--- config.mk ---
export PLATFORM = sky130hd
export DESIGN_NAME = alu_out_stage
export DESIGN_NICKNAME = d
export VERILOG_FILES = /design/src/rtl/alu_out_stage.sv
export SDC_FILE = /design/constraint.sdc
export NUM_CORES = 1
export LEC_CHECK = 0
export CAP_MARGIN = 20
export CORE_MARGIN = 8
export CORE_UTILIZATION = 52
export CTS_BUF_LIST = sky130_fd_sc_hd__clkbuf_4 sky130_fd_sc_hd__clkbuf_8 sky130_fd_sc_hd__clkbuf_16
export DETAILED_ROUTE_END_ITERATION = 8
export PLACE_DENSITY = 0.86
export SYNTH_ARGS = -nofsm -noshare
export SYNTH_HDL_FRONTEND = slang
export SYNTH_SLANG_ARGS = --single-unit
--- constraint.sdc ---
create_clock -name clk -period 4.5 [get_ports clk]
set_input_delay 1.125 -clock clk [delete_from_list [all_inputs] [get_ports clk]]
set_output_delay 1.125 -clock clk [all_outputs]
set_load 0.02 [all_outputs]
--- src/rtl/alu_out_stage.sv ---
// ============================================================================
//  Module   : alu_out_stage
//  Purpose  : ALU writeback output stage: two-entry skid buffer, HI/LO
//             registers, flag filtering and optional sticky status flags.
//             Optional feature macro: ALU_STATUS_STICKY_EN
//  Revision : 1.0  initial release
// ============================================================================
`default_nettype none

package alu_pkg;
    typedef enum logic [4:0] {
        C_ADD   = 5'd0,
        C_ADD_U = 5'd1,
        C_SUB   = 5'd2,
        C_SUB_U = 5'd3,
        C_AND   = 5'd4,
        C_OR    = 5'd5,
        C_XOR   = 5'd6,
        C_NOR   = 5'd7,
        C_SLT   = 5'd8,
        C_SLTU  = 5'd9,
        C_SLL   = 5'd10,
        C_SRL   = 5'd11,
        C_SRA   = 5'd12,
        C_LUI   = 5'd13,
        C_MULT  = 5'd14,
        C_MUL_U = 5'd15,
        C_MFHI  = 5'd16,
        C_MFLO  = 5'd17,
        C_BEQ   = 5'd18,
        C_BNE   = 5'd19,
        C_BLEZ  = 5'd20,
        C_BGTZ  = 5'd21,
        C_BLTZ  = 5'd22,
        C_BGEZ  = 5'd23,
        C_NOP   = 5'd24
    } alu_sel_t;
endpackage

module alu_out_stage #(
    parameter int WIDTH = 32
) (
    input  logic                  clk,
    input  logic                  rst,
    input  logic                  in_valid,
    output logic                  in_ready,
    input  alu_pkg::alu_sel_t     opsel,
    input  logic [WIDTH-1:0]      result,
    input  logic [WIDTH-1:0]      result_hi,
    input  logic                  branch_taken,
    input  logic                  carry,
    input  logic                  borrow,
    input  logic                  clr_sticky,
    output logic                  out_valid,
    input  logic                  out_ready,
    output logic [WIDTH-1:0]      out_data,
    output logic                  out_branch,
    output logic                  out_carry,
    output logic                  out_borrow,
    output logic [WIDTH-1:0]      hi_q,
    output logic [WIDTH-1:0]      lo_q,
    output logic                  sticky_carry,
    output logic                  sticky_borrow
);
    import alu_pkg::*;

    typedef enum logic [1:0] {
        EMPTY = 2'd0,
        ONE   = 2'd1,
        TWO   = 2'd2
    } state_t;

    state_t           r_state;
    logic             r_in_ready;
    logic             r_out_valid;
    logic [WIDTH-1:0] r_out_data;
    logic             r_out_branch;
    logic             r_out_carry;
    logic             r_out_borrow;
    logic [WIDTH-1:0] r_skid_data;
    logic             r_skid_branch;
    logic             r_skid_carry;
    logic             r_skid_borrow;
    logic [WIDTH-1:0] r_hi;
    logic [WIDTH-1:0] r_lo;

    logic             w_accept;
    logic             w_consume;
    logic             w_is_mul;
    logic [WIDTH-1:0] w_data;
    logic             w_branch;
    logic             w_carry;
    logic             w_borrow;

    assign w_accept  = in_valid && r_in_ready;
    assign w_consume = r_out_valid && out_ready;
    assign w_is_mul  = (opsel == C_MULT) || (opsel == C_MUL_U);

    // MFHI/MFLO read the committed HI/LO, so a multiply accepted the cycle
    // before is already visible here without any forwarding path.
    always_comb begin
        w_data = result;
        case (opsel)
            C_MFHI:  w_data = r_hi;
            C_MFLO:  w_data = r_lo;
            default: w_data = result;
        endcase
        w_branch = branch_taken && (opsel inside {C_BEQ, C_BNE, C_BLEZ,
                                                  C_BGTZ, C_BLTZ, C_BGEZ});
        w_carry  = carry  && (opsel == C_ADD_U);
        w_borrow = borrow && (opsel == C_SUB_U);
    end

    always_ff @(posedge clk) begin
        if (rst) begin
            r_state       <= EMPTY;
            r_in_ready    <= 1'b1;
            r_out_valid   <= 1'b0;
            r_out_data    <= '0;
            r_out_branch  <= 1'b0;
            r_out_carry   <= 1'b0;
            r_out_borrow  <= 1'b0;
            r_skid_data   <= '0;
            r_skid_branch <= 1'b0;
            r_skid_carry  <= 1'b0;
            r_skid_borrow <= 1'b0;
        end else begin
            case (r_state)
                EMPTY: begin
                    if (w_accept) begin
                        r_out_data   <= w_data;
                        r_out_branch <= w_branch;
                        r_out_carry  <= w_carry;
                        r_out_borrow <= w_borrow;
                        r_out_valid  <= 1'b1;
                        r_state      <= ONE;
                    end
                end
                ONE: begin
                    if (w_accept && w_consume) begin
                        r_out_data   <= w_data;
                        r_out_branch <= w_branch;
                        r_out_carry  <= w_carry;
                        r_out_borrow <= w_borrow;
                    end else if (w_accept) begin
                        // Main word is stalled; park the newcomer in the skid slot.
                        r_skid_data   <= w_data;
                        r_skid_branch <= w_branch;
                        r_skid_carry  <= w_carry;
                        r_skid_borrow <= w_borrow;
                        r_in_ready    <= 1'b0;
                        r_state       <= TWO;
                    end else if (w_consume) begin
                        r_out_valid <= 1'b0;
                        r_state     <= EMPTY;
                    end
                end
                TWO: begin
                    if (w_consume) begin
                        r_out_data   <= r_skid_data;
                        r_out_branch <= r_skid_branch;
                        r_out_carry  <= r_skid_carry;
                        r_out_borrow <= r_skid_borrow;
                        r_in_ready   <= 1'b1;
                        r_state      <= ONE;
                    end
                end
                default: begin
                    r_state     <= EMPTY;
                    r_in_ready  <= 1'b1;
                    r_out_valid <= 1'b0;
                end
            endcase
        end
    end

    // HI/LO commit at input accept, regardless of downstream stall.
    always_ff @(posedge clk) begin
        if (rst) begin
            r_hi <= '0;
            r_lo <= '0;
        end else if (w_accept && w_is_mul) begin
            r_hi <= result_hi;
            r_lo <= result;
        end
    end

`ifdef ALU_STATUS_STICKY_EN
    logic r_sticky_carry;
    logic r_sticky_borrow;

    always_ff @(posedge clk) begin
        if (rst) begin
            r_sticky_carry  <= 1'b0;
            r_sticky_borrow <= 1'b0;
        end else begin
            if (w_accept && w_carry) begin
                r_sticky_carry <= 1'b1;
            end else if (clr_sticky) begin
                r_sticky_carry <= 1'b0;
            end
            if (w_accept && w_borrow) begin
                r_sticky_borrow <= 1'b1;
            end else if (clr_sticky) begin
                r_sticky_borrow <= 1'b0;
            end
        end
    end

    assign sticky_carry  = r_sticky_carry;
    assign sticky_borrow = r_sticky_borrow;
`else
    logic w_unused_clr;
    assign w_unused_clr  = clr_sticky;
    assign sticky_carry  = 1'b0;
    assign sticky_borrow = 1'b0;
`endif

    assign in_ready   = r_in_ready;
    assign out_valid  = r_out_valid;
    assign out_data   = r_out_data;
    assign out_branch = r_out_branch;
    assign out_carry  = r_out_carry;
    assign out_borrow = r_out_borrow;
    assign hi_q       = r_hi;
    assign lo_q       = r_lo;

endmodule

`default_nettype wire
== Word level (Yosys, flattened, before mapping) ==
Index checks and enable logic that the tools add are counted.
Widths: inputs -> output; s select.

* Word-level logic and storage cells: 86
* Flip-flop bits (word level): 138
* Input bits: 77
* Output and inout bits: 103

* Bitwise logic cells: 3
* Reduce and logical (&&, ||, !) cells: 16
* Equal/unequal tests: 22
* Mux-type cells: 32

{| class="wikitable"
|+ Operators with widths
! kind !! count
|-
| $mux 32 || 3
|-
| $pmux 32 s3 || 1
|-
| $pmux 32 s2 || 1
|-
| $eq 5x5->1 const B || 8
|-
| $mux 1 || 16
|-
| $pmux 1 s3 || 5
|-
| $ne 2x2->1 const B || 7
|-
| $reduce_and 4->1 || 3
|-
| $eq 5x4->1 const B || 2
|-
| $mux 2 || 5
|-
| $logic_and 1x1->1 || 7
|-
| $pmux 2 s3 || 1
|-
| $reduce_bool 6->1 || 1
|-
| $eq 5x1->1 const B || 1
|-
| $eq 5x2->1 const B || 1
|-
| $reduce_and 5->1 || 1
|-
| $ne 3x3->1 const B || 1
|-
| $not 1->1 || 3
|-
| $reduce_and 3->1 || 1
|-
| $reduce_bool 3->1 || 1
|-
| $eq 2x1->1 const B || 1
|-
| $eq 2x2->1 const B || 1
|-
| $logic_not 2->1 || 1
|-
| $logic_or 1x1->1 || 1
|}

== Logic depth before layout (Yosys ltp) ==
* Depth in word-level cells: 5
* Gate-level depth with buffers: 6
* Gate-level depth less buffers: 4

== Least setup slack after synthesis ==
OpenSTA, ideal clock, no wires.

* Path kind: in2reg
* Start: input port opsel[0]
* End: register r_out_data[24] (netlist: out_data[24])
* Data required time: 4.370 ns
* Setup slack: 2.099 ns
* Cell stages on the path: 6
* Arrival: 2.271 ns
* Buffers on the path: 2
* Library setup time: 0.130 ns
* Cell sequence: buf_2 -> buf_2 -> mux2_2 -> mux2_1 -> nand2_1 -> a311oi_2

* Cells in the longest elaborated chain, start to end: 4
* Elaborated cells between the ends (all ways): 6
* Those cells by class: 2 x eq/ne; 4 x mux

{| class="wikitable"
|+ Ends and longest elaborated chain
! what !! RTL line !! text
|-
| start, declared || 47 || <nowiki>input alu_pkg::alu_sel_t opsel,</nowiki>
|-
| $eq 5x5->1 || 103 || <nowiki>case (opsel)</nowiki>
|-
| $pmux 32 s2 * || 103 ||
|-
| $mux 32 (on tied branches) || 140, 130 ||
|-
| $pmux 32 s3 * || 128 || <nowiki>case (r_state)</nowiki>
|-
| end signal, assigned || 131 || <nowiki>r_out_data <= w_data;</nowiki>
|-
| end signal, assigned || 141 || <nowiki>r_out_data <= w_data;</nowiki>
|-
| end signal, assigned || 160 || <nowiki>r_out_data <= r_skid_data;</nowiki>
|-
| end, declared || 76 || <nowiki>logic [WIDTH-1:0] r_out_data;</nowiki>
|}

Every way passes the cells marked *; elsewhere a longest branch is shown, timed or not. The select of a mux whose other input is x is not followed.
A chain may end at the register's enable or synchronous reset.

== Worst setup path after layout ==
* Start: input port out_ready
* End: register r_out_data[23] (netlist: out_data[23])

* Cells in the longest elaborated chain, start to end: 4
* Elaborated cells between the ends (all ways): 5
* Those cells by class: 2 x eq/ne; 3 x reduce/logical

{| class="wikitable"
|+ Ends and longest elaborated chain
! what !! RTL line !! text
|-
| start, declared || 55 || <nowiki>input logic out_ready,</nowiki>
|-
| $logic_and 1x1->1 * || 96 || <nowiki>assign w_consume = r_out_valid && out_ready;</nowiki>
|-
| $logic_and 1x1->1 || 140 || <nowiki>if (w_accept && w_consume) begin</nowiki>
|-
| $ne 2x2->1 (no line) || n/a ||
|-
| $reduce_and 4->1 (no line) * || n/a ||
|}

Every way passes the cells marked *; elsewhere a longest branch is shown, timed or not.

==> flow_summary_export.csv <==
group,metric,value,unit
run_status,status,"complete, no violations",
clocking,clk_pin_slew_worst_paths,50,ps
clocking,cts_resized,0,
power,power_leakage,3.07,nW
grt,grt_max_degree,74,
routing,drc,0,
yosys,synth-warning-count,0,
clocking,post-cts-setup-buffers,0,
clocking,cts.sinks,138,
routing,viasPerCell,5.26,
routing,via_count,5566,
clocking,cts_buffers,17,
finish,syn_to_final_growth,34.2,%
routing,ant_nets,0,
placement,dpl_worst_slack,1070,ps
placement,hpwl,11.8,mm
sta,worstMarginPinSlew,1040,ps
sta,setup_viol,0,
power,power_density,373,mW/mm^2
sta,min_period_over_period,67.5,%
yosys,synth_area_per_cell,8.78,um^2
sta,hold_violations,0,
placement,place_area,0.00809,mm^2
power,p_int,0.00241,W
setup_path,critPathMaxStageDelay,710,ps
sta,tns,0,ps
yosys,synth.distinct_cells,37,
finish,layout_commonest_cell,"nand2_1",
yosys,synthCells,735,
sta,skew,12.7,ps
placement,io_buffers,176,
yosys,synth-xor-area-share,0,%
finish,final_nets,956,
finish,drive_above_1_share,18.0,%
floorplan,io_pins,180,
clocking,htree_levels,4,
yosys,synth-compound-area-share,16.9,%
clocking,clock_latency,420,ps
sta,fmax,329,MHz
yosys,synth_edf_count,0,
routing,finalWirelength,17.7,mm
finish,fin_area,0.00866,mm^2
power,switchingPower,0.000824,W
setup_path,crit_path_start_kind,"input pin",
floorplan,die_x,127,um
grt,grt_first_pass_wirelength,28.2,mm
yosys,synth-async-reset-ratio,0,%
power,ir_drop,0.000226,V
setup_path,cp_slowest_cell,"o2bb2ai_4",
yosys,synthSimpleGateAreaFrac,20.8,%
finish,num_antenna_cells,0,
setup_path,worstSetupPathType,"input pin to register",
grt,grt_pass1_vias,5288,
yosys,ys_ff_latch,138,
power,clockPowerShare,41.2,%
yosys,yosys.area_share.adder,0,%
sta,rsz0062_at_grt,"no",
setup_path,crit_arrival,3370,ps
floorplan,die-area,0.0162,mm^2
yosys,netlist_area,0.00645,mm^2
yosys,seq_area_frac_synth,42.8,%
routing,firstDrtPassIters,4,
clocking,cts-root-buf,"clkbuf_16",
finish,final_cell_mix,"nand2_1, clkdlybuf4s50_1, dfxtp_1, a21oi_1, nor2_1",
floorplan,die_y,127,um
power,power.share.sequential,41.2,%
yosys,ys.flop_type,"dfxtp_1",
clocking,cts_tree,"done",
hold_path,hold_class,"register to register",
finish,layout.cells.non_filler,1058,
routing,drt-initial-drc-count,475,
setup_path,crit_path_end_kind,"register",
job,maxCapViolations,0,
yosys,muxShareOfSynthArea,12.9,%
grt,antenna_found_initial,0,
sta,period_minus_slack,3040,ps
floorplan,start_util,53.5,%
power,switching_share,25.5,%
sta,setup_slack,1460,ps
clocking,clockBufferDepth,2,
floorplan,core,0.0121,mm^2
grt,grt_use_total,21.8,%
yosys,synth_top_family_by_area,"simple AND/OR/NAND/NOR gates",
setup_path,crit_required,4830,ps
sta,slew_headroom,30.8,%
setup_path,critPathMaxFanout,30,
grt,grt_overflow,0,
placement,dp.cells,1028,
setup_path,cp_cell_sequence,"clkdlybuf4s50_1 > nand2_1 > o2bb2ai_4 > buf_4 > nor2_1 > a311oi_2",
power,pwr-share-comb,17.6,%
placement,place_congestion,0.770,
floorplan,rows,40,
routing,wl_per_cell,16.8,um
clocking,cts_hold_buf,0,
sta,final_max_slew_viol_count,0,
-- cells in the mapped netlist (all sizes together), types with 2 or more instances --
library cell | n | area share [%]
a211oi | 2 | 0.23
a21oi | 106 | 8.2
a311oi | 33 | 7.4
buf | 34 | 3.4
clkbuf | 25 | 3.0
dfxtp | 138 | 43
mux2 | 64 | 13
nand2 | 269 | 16
nand2b | 3 | 0.29
nor2 | 38 | 2.2
nor3 | 2 | 0.23
nor4b | 2 | 0.50
o21bai | 3 | 0.35
or4b | 2 | 0.31
-- area by class of cell --
class,count,area (um^2)
clock buffer,28,533
fill,926,3400
sequential,138,2760
timing repair buffer,184,1830
multi-input combinational,538,3290
tap,168,210
clock inverter,2,35.0
-- sequential cells by signal, indices dropped and copies added (netlist names), 2 cells and up --
register,cells
out_data,32
hi_q,32
r_state,2
lo_q,32
r_skid_data,32
-- critical path, delay by kind of cell --
family | cells | cell delay (ps)
AOI/OAI and AO/OA | 2 | 960
and+or+nand+nor | 2 | 290
buffers and inverters | 2 | 970
-- power by group through the flow --
stage,combinational [W],clock (W),sequential [W]
after CTS,0.000575,0.00135,0.00133
final,0.000570,0.00133,0.00133
after detailed placement,0.000572,0,0.00136
after global placement,0.000562,0,0.00135
after global routing,0.000610,0.00141,0.00134
after floorplan,0.000294,0,0.00141
-- worst paths after layout --
kind / from / to / slack [ps] / cells after the start
max: out_ready / out_data[23]$_SDFFE_PP0P_ / 1460 / 6
min: r_skid_data[14]$_SDFFE_PP0P_ / r_skid_data[14]$_SDFFE_PP0P_ / 450 / 2
max reg2reg: r_state[1]$_SDFFE_PP0P_ / out_data[23]$_SDFFE_PP0P_ / 1490 / 5
min reg2reg: r_skid_data[14]$_SDFFE_PP0P_ / r_skid_data[14]$_SDFFE_PP0P_ / 450 / 2
-- kinds of logic (layout without fill, tap and decap cells) --
| group | Yosys count | in the layout |
|---|---|---|
| other | 1 | 2 |
| AND/OR/NAND/NOR | 325 | 325 |
| multiplexers | 64 | 64 |
| buffers and inverters | 60 | 214 |
| AO/OA/AOI/OAI | 147 | 147 |
| flip-flops | 138 | 138 |
-- through the flow --
stage,hold WS [ps],total power [W],utilization [%]
floorplan,435,0.00171,-
detailed placement,447,0.00193,67.1
global route,467,0.00336,71.8
finish,454,0.00323,71.8
CTS,454,0.00326,71.8
global placement,442,0.00192,67.1
-- layer usage --
metal  track usage, %  vias to the layer above  routed length (um)
li1                 -                     2766                   -
met1             25.6                     2608                7450
met2             35.9                      165                8690
met3             6.74                       27                1160
met4             9.17                        0                 416
met5                0                        -                   0
No activity file was read; power rests on OpenSTA's default activity.
==> RTL change 1 (config.mk and constraints unchanged) <==
Change the parameter `WIDTH` from 32 to 28.
--- a/src/rtl/alu_out_stage.sv
+++ b/src/rtl/alu_out_stage.sv
@@ -38,7 +38,7 @@
 endpackage
 
 module alu_out_stage #(
-    parameter int WIDTH = 32
+    parameter int WIDTH = 28
 ) (
     input  logic                  clk,
     input  logic                  rst,
Interface: changed (5 resized); port bits go from 180 to 160. The function was not compared with the original's and may differ.
==> RTL change 1 against the unedited design <==
Synthesized area down 14%. Maximum frequency shrank 1.8%. Final cell count down 12%. Final area is 11% lower. Largest power group is now the clock network. Wire length down 5.8%. Power shrank 6.6%. Worst hold slack improved by 0.0040 ns. Register-to-register slack improved by 0.38 ns. Global-route usage increased by 1.7 points. Worst setup slack lost 0.055 ns. Critical endpoint is now out_data[7]. Utilization up 2.4 points. Sequential cell count decreased by 16.
==> RTL change 1: results (changes against the unedited design) <==
Critical path
  • Worst Path Max Fanout: 43 (+43%)
  • CP arrival: 3.52 ns (+0.15 ns)
  • Crit path max-delay family: compound AO/OA/AOI/OAI gates
  • CP peak stage delay: 0.88 ns (+0.17 ns)

Layout
  • Layout cells sized above 1: 13.3% (-4.7 points)
  • Nets: 855 (-11%)

Global routing
  • Vias in the first global route: 5192 (-1.8%)
  • Met2 GRT Util: 38.7% (+2.8 points)
  • Tot GR Track Use: 23.5% (+1.7 points)
  • First-pass GRT wire length: 26.8 mm (-4.8%)
  • GRT met1 Usage: 27.0% (+1.4 points)

Logic synthesis
  • Largest cells by area after synthesis: dfxtp_1 44%, nand2_1 16%, a21oi_1 8.5%
  • Post-synth top cells: 237 x nand2_1, 122 x dfxtp_1, 94 x a21oi_1

Pwr
  • Leakage power: 2.75 nW (-10%)
  • Net Switching: 0.787 mW (-4.5%)

Placement
  • GPL Wtd Cong: 0.833 (+8.2%)
  • Hpwl dp: 11.2 mm (-5.1%)
  • Pre-CTS WS: 0.934 ns (-0.135 ns)
  • Placed Area: 7070 µm² (-13%)

Routing
  • Initial DRC count: 361 (-24%)
  • Routed length on met3: 1.35 mm (+16%)
  • Met1 Wirelength: 6.60 mm (-12%)
  • WL final: 16.7 mm (-5.8%)
  • Drt pass-1 iters: 6 (+2)
  • Vias: 5149 (-7.5%)

CTS
  • Later-pin clock latency in the skew report: 0.53 ns (+0.11 ns)

Outcome
  • Status: finished clean

Timing
  • Max Clock Skew: 0.00804 ns (-0.00470 ns)
  • Max_slew headroom: 28.5% (-2.3 points)
==> RTL change 1: cell types whose count changed after synthesis, moves of 14 or more <==
cell,delta
mux2_1,+21
mux2_2,-19
nand2_1,-14
dfxtp_1,-16
nand2_2,-18
==> RTL change 1: worst min-delay path: cells and delay by family, from the launching register on <==
| kind | cells | cell delay [ns] |
|---|---|---|
| compound gates | 1 | 0.05 |
| flops | 1 | 0.31 |
| simple gates | 1 | 0.05 |
==> RTL change 1: final cells by class <==
cell class / count / area [µm²]
Tap cell: 136 / 170
Timing Repair Buffer: 167 / 1640
Fill cell: 712 / 2660
Sequential cell: 122 / 2440
Multi-Input combinational cell: 478 / 2820
Clock buffer: 20 / 443
Clock inverter: 12 / 149
==> RTL change 1: kinds of logic after synthesis <==
kind of cell,Yosys count,share of synthesized area (%)
simple gates,289,20.9
compound gates,131,16.6
flops,122,44.1
mux,56,12.7
buf+inv,53,5.63
other cells,1,0.0678
==> RTL change 1: final timing paths <==
check	from	to	slack [ns]	cells after the start
worst max register to register	r_state[1]	out_data[7]	1.87	6
worst max-delay path	out_ready	out_data[7]	1.41	6
worst min-delay path	r_skid_data[22]	r_skid_data[22]	0.46	2
worst min register to register	r_skid_data[22]	r_skid_data[22]	0.46	2
==> RTL change 1: metrics by stage <==
step,cells,hold slack (ns)
after floorplan,653,0.437
after global placement,903,0.441
after detailed placement,903,0.447
after CTS,935,0.455
after global routing,935,0.472
final,935,0.458
==> RTL change 1: power groups by stage <==
stage / clock network [mW] / registers (mW) / logic [mW]
2_1_floorplan: 0 / 1.25 / 0.227
3_3_place_gp: 0 / 1.20 / 0.474
3_5_place_dp: 0 / 1.20 / 0.485
4_1_cts: 1.36 / 1.18 / 0.491
5_1_grt: 1.43 / 1.19 / 0.523
6_report: 1.35 / 1.18 / 0.488
==> RTL change 2 (config.mk and constraints unchanged) <==
Made on the original files. The 3 states of `state_t` get a one-hot encoding in 3 bits.
--- a/src/rtl/alu_out_stage.sv
+++ b/src/rtl/alu_out_stage.sv
@@ -64,10 +64,10 @@
 );
     import alu_pkg::*;
 
-    typedef enum logic [1:0] {
-        EMPTY = 2'd0,
-        ONE   = 2'd1,
-        TWO   = 2'd2
+    typedef enum logic [2:0] {
+        EMPTY = 3'b001,
+        ONE   = 3'b010,
+        TWO   = 3'b100
     } state_t;
 
     state_t           r_state;
Formal check against the unedited RTL: same outputs for any inputs over 4 cycles, from zero or initial values and one cycle with rst high; so few cycles prove little.
==> RTL change 2 against the unedited design <==
Clock skew about the same. Wire length increased by 2.4%. Sequential cell count increased by 1. Synthesized area decreased by 1.0%. Register-to-register slack improved by 0.42 ns. Worst hold slack improved by 0.0093 ns. Final area increased by 0.56%. Global-route usage increased by 0.51 points. Critical path depth increased by 1. Power increased by 3.8%. Via count increased by 2.4%. Worst setup slack got worse by 0.070 ns. Count of clock-buffer cells in the layout decreased by 2.
==> RTL change 2: results (changes against the unedited design) <==
Routing
  • Met2 WL: 8.31 mm (-4.5%)
  • Vias per std cell: 5.44 (+3.4%)
  • Drt pass-1 iters: 7 (+3)
  • Met1 Wirelength: 8.06 mm (+8.2%)
  • Initial DRC count: 509 (+7.2%)
  • Routed length on met3: 1.32 mm (+13%)
  • Routed WL per cell: 17.3 µm (+3.5%)

Logic synthesis
  • Seq/Total Area, Yosys: 43.5% (+0.75 points)
  • Synth Area per Inst: 8.61 µm² (-1.9%)
  • Asr flop ratio synth: 0% (unchanged)
  • Distinct cells, synth: 46 (+24%)
  • Post-synth top cells: 139 x dfxtp_1, 138 x nor2_1, 137 x nand2_1
  • Largest cells by area after synthesis: dfxtp_1 44%, nor2_1 8.1%, nand2_1 8.0%

Critical path
  • Reg2reg start: r_state[2]
  • Flop2flop setup slack: 1.91 ns (+0.42 ns)
  • FF-to-FF End: out_data[7]
  • R2R cell count: 6 (+1)
  • Worst Path Max Fanout: 32 (+6.7%)

Global routing
  • Largest net degree at the start of global routing: 88 (+19%)
  • First-pass GRT wire length: 28.8 mm (+2.1%)
  • Tot GR Track Use: 22.3% (+0.51 points)
  • Vias in the first global route: 5423 (+2.6%)

Pwr
  • Share of power burned in registers: 39.7% (-1.5 points)
  • Switching Share: 25.7% (+0.25 points)
  • Total power: 3.36 mW (+3.8%)
  • Peak VDD IR: 0.000244 V (+8.0%)
  • Combinational cell fraction of total power: 17.4% (-0.2 points)
  • Leakage power: 3.10 nW (+0.96%)

Worst hold path
  • Min-Delay Endpoint: hi_q[19]
  • Worst hold start: hi_q[19]

Layout
  • Layout cells sized above 1: 13.4% (-4.5 points)
  • Layout Cells excl Fill: 1047 (-1.0%)
  • Fill count: 887 (-4.2%)
  • Nets: 964 (+0.84%)

CTS
  • Post-CTS setup buffers: 0 (unchanged)
  • PostCTS Resize Cnt: 0 (unchanged)
  • CTS buffer count: 17 (unchanged)
  • Root Buffer: clkbuf_16

Timing
  • Worst-Margin Slew: 1.08 ns (+0.0404 ns)
  • Hold Slack: 0.463 ns (+0.00933 ns)
  • Max Clock Skew: 0.0132 ns (+0.000494 ns)
  • Setup-failing EPs final: 0 (unchanged)

Outcome
  • Status: finished clean

Placement
  • Pre-CTS WS: 0.979 ns (-0.0901 ns)
  • GPL Wtd Cong: 0.827 (+7.4%)
  • Port Buffers: 176 (unchanged)
  • Placed Area: 8090 µm² (about the same)
  • Hpwl dp: 12.0 mm (+1.8%)
==> RTL change 2: cell types whose count changed in the layout (fill, tap and decap cells not counted), sizes merged, moves of 4 or more <==
cell / delta
a311oi: -31
a21oi: -6
mux2i: +34
nor2: +100
a211oi: +32
nand2: -132
nor3: +32
and2b: +4
mux2: -32
==> RTL change 2: cell type report <==
cell class	count	area, µm²	area share (%)
inverters	1	3.75	0.0431
flip-flops and latches	139	2780	31.9
clock buffers	26	543	6.23
well taps	147	184	2.11
repair buffers	185	1830	21.0
clock inverters	6	80.1	0.919
multi-input cells	543	3290	37.8
==> RTL change 2: per-layer routing <==
metal | up-vias | global-route usage, %
met2 | 197 | 34.1
met5 | - | 0
li1 | 2800 | -
met3 | 32 | 7.00
met4 | 0 | 9.73
met1 | 2668 | 28.2
==> RTL change 2: worst max-delay path by stage <==
stage | slack (ns) | endpoint | start
2_1_floorplan | 1.96 | out_data[17] | opsel[0]
6_report | 1.39 | out_data[11] | opsel[1]
3_3_place_gp | 1.03 | out_data[11] | opsel[1]
3_5_place_dp | 0.98 | out_data[11] | opsel[1]
4_1_cts | 1.41 | out_data[11] | opsel[1]
5_1_grt | 1.24 | out_data[11] | opsel[1]
==> RTL change 2: kinds of logic (layout without fill, tap and decap cells) <==
group / Yosys count / count (layout) / synth area share (%)
AO/OA/AOI/OAI: 147 / 147 / 16.5
XOR/XNOR: 1 / 1 / 0.137
buffers and inverters: 61 / 218 / 5.23
flip-flops: 139 / 139 / 43.5
multiplexers: 66 / 66 / 11.0
other: 1 / 2 / 0.0587
AND/OR/NAND/NOR: 327 / 327 / 23.6
==> RTL change 2: worst max-delay path: stages <==
cell and delay, ns:
clkdlybuf4s50_1 0.54, nor4b_4 0.33, buf_4 0.51, mux2i_1 0.47, nor2_1 0.11, a211oi_2 0.18
nor3_2 0.06
